--- src/rtl/i2c_slave_rx_tx.sv ---
// I2C slave endpoint: oversampled SCL/SDA, address match with ACK/NACK,
// byte receive into RxData and byte transmit from TxData. Never drives SCL.
module i2c_slave_rx_tx #(
  parameter int                       ADDRESSLENGTH = 7,
  parameter logic [ADDRESSLENGTH-1:0] SLAVE_ADDRESS = 7'h50
) (
  input  logic       CLK,
  input  logic       RST,
  input  logic       SCL_in,
  input  logic       SDA_in,
  output logic       SDA_oe,
  output logic [7:0] RxData,
  output logic       RxValid,
  input  logic       RxReady,
  input  logic [7:0] TxData,
  output logic       TxReq,
  output logic       Busy,
  output logic       RorW
);

  typedef enum logic [2:0] {
    IDLE,
    ADDR,
    ADDR_ACK,
    RX_DATA,
    RX_ACK,
    TX_DATA,
    TX_ACK,
    WAIT_STOP
  } state_t;

  localparam logic [3:0] ADDR_BITS = 4'(ADDRESSLENGTH);
  localparam logic [3:0] ADDR_LAST = 4'(ADDRESSLENGTH + 1);

  // Input conditioning: two sync stages plus one history stage per line.
  logic scl_s1, scl_s2, scl_h;
  logic sda_s1, sda_s2, sda_h;

  always_ff @(posedge CLK) begin
    // NOTE: sequential state uses non-blocking assignments so every
    // register samples the pre-edge value of its neighbours.
    if (RST) begin
      {scl_s1, scl_s2, scl_h} <= 3'b111;
      {sda_s1, sda_s2, sda_h} <= 3'b111;
    end else begin
      scl_s1 <= SCL_in;
      scl_s2 <= scl_s1;
      scl_h  <= scl_s2;
      sda_s1 <= SDA_in;
      sda_s2 <= sda_s1;
      sda_h  <= sda_s2;
    end
  end

  logic scl_rise, scl_fall, start_c, stop_c;

  assign scl_rise = scl_s2 & ~scl_h;
  assign scl_fall = ~scl_s2 & scl_h;
  assign start_c  = scl_s2 & sda_h & ~sda_s2;
  assign stop_c   = scl_s2 & ~sda_h & sda_s2;

  // Protocol state and datapath registers.
  state_t                   state, state_n;
  logic [3:0]               bit_cnt, bit_cnt_n;
  logic [ADDRESSLENGTH-1:0] addr_sr, addr_sr_n;
  logic [7:0]               rx_sr, rx_sr_n;
  logic [7:0]               tx_sr, tx_sr_n;
  logic                     mack, mack_n;
  logic                     sda_oe_q, sda_oe_n;
  logic [7:0]               rx_data_q, rx_data_n;
  logic                     rx_valid_q, rx_valid_n;
  logic                     tx_req_q, tx_req_n;
  logic                     busy_q, busy_n;
  logic                     rorw_q, rorw_n;

  always_ff @(posedge CLK) begin
    if (RST) begin
      state      <= IDLE;
      bit_cnt    <= '0;
      addr_sr    <= '0;
      rx_sr      <= '0;
      tx_sr      <= '0;
      mack       <= 1'b0;
      sda_oe_q   <= 1'b0;
      rx_data_q  <= '0;
      rx_valid_q <= 1'b0;
      tx_req_q   <= 1'b0;
      busy_q     <= 1'b0;
      rorw_q     <= 1'b0;
    end else begin
      state      <= state_n;
      bit_cnt    <= bit_cnt_n;
      addr_sr    <= addr_sr_n;
      rx_sr      <= rx_sr_n;
      tx_sr      <= tx_sr_n;
      mack       <= mack_n;
      sda_oe_q   <= sda_oe_n;
      rx_data_q  <= rx_data_n;
      rx_valid_q <= rx_valid_n;
      tx_req_q   <= tx_req_n;
      busy_q     <= busy_n;
      rorw_q     <= rorw_n;
    end
  end

  always_comb begin
    // NOTE: every signal gets its hold/default value first so no path
    // through the case below can infer a latch.
    state_n    = state;
    bit_cnt_n  = bit_cnt;
    addr_sr_n  = addr_sr;
    rx_sr_n    = rx_sr;
    tx_sr_n    = tx_sr;
    mack_n     = mack;
    sda_oe_n   = sda_oe_q;
    rx_data_n  = rx_data_q;
    rx_valid_n = 1'b0;
    tx_req_n   = 1'b0;
    busy_n     = busy_q;
    rorw_n     = rorw_q;

    // A byte completing in the same cycle as STOP is still delivered.
    if (state == RX_DATA && scl_rise && bit_cnt == 4'd7 && !start_c) begin
      rx_data_n  = {rx_sr[6:0], sda_s2};
      rx_valid_n = 1'b1;
    end

    if (start_c) begin
      state_n   = ADDR;
      bit_cnt_n = '0;
      sda_oe_n  = 1'b0;
      busy_n    = 1'b0;
    end else if (stop_c) begin
      state_n   = IDLE;
      bit_cnt_n = '0;
      sda_oe_n  = 1'b0;
      busy_n    = 1'b0;
    end else begin
      unique case (state)
        IDLE: ;

        ADDR: begin
          if (bit_cnt == ADDR_LAST) begin
            if (scl_fall) begin
              sda_oe_n  = 1'b1;
              busy_n    = 1'b1;
              bit_cnt_n = '0;
              state_n   = ADDR_ACK;
            end
          end else if (scl_rise) begin
            bit_cnt_n = bit_cnt + 4'd1;
            if (bit_cnt < ADDR_BITS) begin
              addr_sr_n = {addr_sr[ADDRESSLENGTH-2:0], sda_s2};
            end else if (addr_sr == SLAVE_ADDRESS) begin
              rorw_n = sda_s2;
            end else begin
              bit_cnt_n = '0;
              state_n   = WAIT_STOP;
            end
          end
        end

        ADDR_ACK: begin
          if (scl_fall) begin
            bit_cnt_n = '0;
            if (rorw_q) begin
              tx_sr_n  = TxData;
              tx_req_n = 1'b1;
              sda_oe_n = ~TxData[7];
              state_n  = TX_DATA;
            end else begin
              sda_oe_n = 1'b0;
              state_n  = RX_DATA;
            end
          end
        end

        RX_DATA: begin
          if (bit_cnt == 4'd8) begin
            if (scl_fall) begin
              sda_oe_n  = RxReady;
              bit_cnt_n = '0;
              state_n   = RX_ACK;
            end
          end else if (scl_rise) begin
            rx_sr_n   = {rx_sr[6:0], sda_s2};
            bit_cnt_n = bit_cnt + 4'd1;
          end
        end

        RX_ACK: begin
          if (scl_fall) begin
            sda_oe_n = 1'b0;
            state_n  = RX_DATA;
          end
        end

        TX_DATA: begin
          if (scl_fall) begin
            if (bit_cnt == 4'd7) begin
              sda_oe_n  = 1'b0;
              bit_cnt_n = '0;
              mack_n    = 1'b0;
              state_n   = TX_ACK;
            end else begin
              tx_sr_n   = {tx_sr[6:0], 1'b0};
              sda_oe_n  = ~tx_sr[6];
              bit_cnt_n = bit_cnt + 4'd1;
            end
          end
        end

        TX_ACK: begin
          if (scl_rise) begin
            if (sda_s2) state_n = WAIT_STOP;
            else        mack_n  = 1'b1;
          end else if (scl_fall && mack) begin
            mack_n   = 1'b0;
            tx_sr_n  = TxData;
            tx_req_n = 1'b1;
            sda_oe_n = ~TxData[7];
            state_n  = TX_DATA;
          end
        end

        WAIT_STOP: sda_oe_n = 1'b0;

        default: state_n = IDLE;
      endcase
    end
  end

  assign SDA_oe  = sda_oe_q;
  assign RxData  = rx_data_q;
  assign RxValid = rx_valid_q;
  assign TxReq   = tx_req_q;
  assign Busy    = busy_q;
  assign RorW    = rorw_q;

endmodule
--- config.mk ---
export PLATFORM = sky130hd
export DESIGN_NAME = i2c_slave_rx_tx
export DESIGN_NICKNAME = d
export VERILOG_FILES = /design/src/rtl/i2c_slave_rx_tx.sv
export SDC_FILE = /design/constraint.sdc
export NUM_CORES = 1
export LEC_CHECK = 0
export ABC_CLOCK_PERIOD_IN_PS = 2300
export CAP_MARGIN = 10
export CORE_MARGIN = 3
export CORE_UTILIZATION = 51
export DETAILED_ROUTE_END_ITERATION = 8
export GPL_ROUTABILITY_DRIVEN = 0
export GPL_TIMING_DRIVEN = 0
export PLACE_DENSITY = 0.8
export REMOVE_ABC_BUFFERS = 1
export SKIP_CTS_REPAIR_TIMING = 1
export SLEW_MARGIN = 20
export SYNTH_ARGS = -nofsm -noshare
export SYNTH_HDL_FRONTEND = slang
export SYNTH_SLANG_ARGS = --single-unit
--- constraint.sdc ---
create_clock -name CLK -period 2.3 [get_ports CLK]
set_clock_uncertainty 0.2 [all_clocks]
set_input_delay 0.23 -clock CLK [delete_from_list [all_inputs] [get_ports CLK]]
set_output_delay 0.23 -clock CLK [all_outputs]
set_load 0.005 [all_outputs]
==> results.yml <==
placed_design:
  dp_hpwl_mm: 3.309
  pre_cts_ws_ns: -0.6739
  port_buffers: 25
  place_area_sq_um: 2736
timing:
  tightest_slew_ns: 0.6504
  relSlewSlack: 0.5664
  fin_crit_sh: 0.9915
  min_period_ns: 2.280
  hold_viol_final: 0
  setup_viol: 0
  finalMaxSlewViolations: 0
  rsz0062_at_grt: "yes"
  setup_ws_ns: 0.01962
  fmax_mhz: 438.5
synth:
  ys_types: 60
  synthCells: 282
  synth-edff-count: 0
  yosys_warnings: 0
  async_flop_share: 0
  seq_area_frac_synth: 0.3794
  syn_avg_cell_area_sq_um: 8.980
  ys_ff_latch: 48
  synth_area_sq_um: 2532
  synth_top_flop_cell: "dfxtp_1"
global_route:
  grt_max_degree: 42
  use_met3: 0.03664
  use_met1: 0.2341
  grt_remaining_overflow: 0
  antenna_found_initial: 0
  grt_usage: 0.1694
  grt_pass1_vias: 1784
  grt_first_pass_wirelength_mm: 8.238
  grt.busiest_layer: "met2"
  grtUsageMet2: 0.2627
routing:
  routed_wl_mm: 5.019
  drt_iter0_drc: 149
  via_per_inst: 5.628
  avgRoutedWirePerCell_microns: 13.53
  dr.pass1.iters: 5
  routed-via-count: 2088
  ant_nets: 0
  drc_errors: 0
finish:
  mostFrequentLayoutCells: "44 x dfxtp_1, 37 x nor2_1, 31 x mux2i_1, 24 x clkdlybuf4s50_1, 17 x nand2_1"
  nets: 318
  layout-drive-gt1-share: 0.1579
  antenna-diode-count: 0
  fin_area_sq_um: 2902
  utilization: 0.6103
  layout_commonest_cell: "dfxtp_1"
  area_growth_pct: 14.57
floorplan:
  die_area_sq_um: 5847
  floorplan.initialDensity: 0.5326
  io_pins: 26
  die_w_microns: 76.47
  rows: 25
  core_area_sq_um: 4755
  die_h_microns: 76.47
run_status:
  status: "completed"
power:
  p_seq_frac: 0.562
  power.share.combinational: 0.107
  max-vdd-ir-drop_uv: 407.5
  power_density_nw_per_um2: 534.1
  p_clk_frac: 0.331
  p_int_mw: 1.137
  cellLeakagePower_nw: 1.067
  power.switching_mw: 0.4130
  swShare: 0.2665
cts:
  cts_tree: "built"
  htreeDepth: 2
  path_clk_slew_ns: 0.09
  numClockSinks: 48
  cts_buffer_depth: 2
  clkLatencyLatePin_ns: 0.31
  cts-root-buf: "clkbuf_8"
  cts_buffers: 5
setup_path:
  path_max_fanout: 22
  start_kind: "flip-flop"
  startpoint: "state[1]"
  timing.critical_path.arrival_ns: 2.32
  crit_path_end_kind: "flip-flop"
  cp.required_ns: 2.34
  r2r_start: "state[1]"
  criticalPathCategory: "reg2reg"
run:
  cap_violations: 0
hold_path:
  worstHoldStart: "scl_s1"
  hp-class: "reg2reg"
==> cell usage after synthesis, types with 4 or more instances <==
master    number  share of area
nor2_1        37          0.055
inv_1          5         0.0074
nand3_1        5         0.0099
a211oi_1       4          0.012
clkbuf_1       8          0.012
mux2i_1       31           0.12
nand2_1       17          0.025
buf_2          4         0.0079
dfxtp_1       48           0.38
a21oi_1       14          0.028
or2_2          6          0.015
nand2b_1      10          0.025
o21ai_0       16          0.032
nor3_1         4         0.0079
mux2_2         6          0.027
==> metal layers <==
| metal | share of wire | up-vias |
|---|---|---|
| met5 | 0 | - |
| met4 | 0.0096 | 0 |
| met3 | 0.060 | 4 |
| met2 | 0.46 | 74 |
| met1 | 0.47 | 969 |
| li1 | - | 1041 |
==> per-stage QoR <==
| step | setup TNS (ns) | power [mW] | cells | hold slack, ns |
|---|---|---|---|---|
| finish | 0 | 1.550 | 371 | 0.2158 |
| global route | -0.1215 | 1.619 | 371 | 0.2372 |
| CTS | -7.885 | 1.557 | 364 | 0.2198 |
| detailed placement | -7.358 | 1.050 | 356 | 0.1981 |
| global placement | -9.260 | 1.049 | 356 | 0.1911 |
| floorplan | -0.6647 | 0.9914 | 264 | 0.09244 |
==> critical path: stages, from the launching register on <==
cell and delay [ns]:
dfxtp_4 0.42, nand3b_1 0.21, buf_4 0.20, or2_4 0.26, a2111o_2 0.54, or2_1 0.26, a21oi_2 0.12
==> power by group through the flow <==
stage / clock network [mW] / logic, mW / registers (mW)
finish: 0.513 / 0.165 / 0.871
global route: 0.560 / 0.184 / 0.875
CTS: 0.525 / 0.161 / 0.871
detailed placement: 0 / 0.160 / 0.890
global placement: 0 / 0.159 / 0.890
floorplan: 0 / 0.109 / 0.882
==> final cells by class <==
class                   instances  area (sq um)
repair buffers                 32         297.8
fillers                       420          1853
well taps                      67         83.83
inverters                       5         18.77
clock inverters                 3         21.27
flip-flops and latches         48         973.4
clock buffers                   5         68.82
multi-input cells             211          1438
==> state kept, by name (all words and copies together) (netlist names), 3 cells and up <==
signal and count:
RxData 8, addr_sr 7, rx_sr 7, tx_sr 7
bit_cnt 4, state 3
==> logic make-up (layout without fill, tap and decap cells) <==
family          count (synthesis)  count (layout)  synth area share
xor+xnor                        2               2          0.006918
buf+inv                        23              45           0.05682
fa+ha+maj                       2               2          0.009880
mux                            37              37            0.1492
flops                          48              48            0.3794
simple gates                  106             106            0.2273
compound gates                 64              64            0.1705
==> worst paths after layout <==
kind / cells past startpoint / slack (ns) / to
worst min register to register: 1 / 0.22 / scl_s2
worst min-delay path: 1 / 0.22 / scl_s2
worst max register to register: 6 / 0.02 / tx_sr[0]
worst max-delay path: 6 / 0.02 / tx_sr[0]
(Power assumes the default switching activity.)
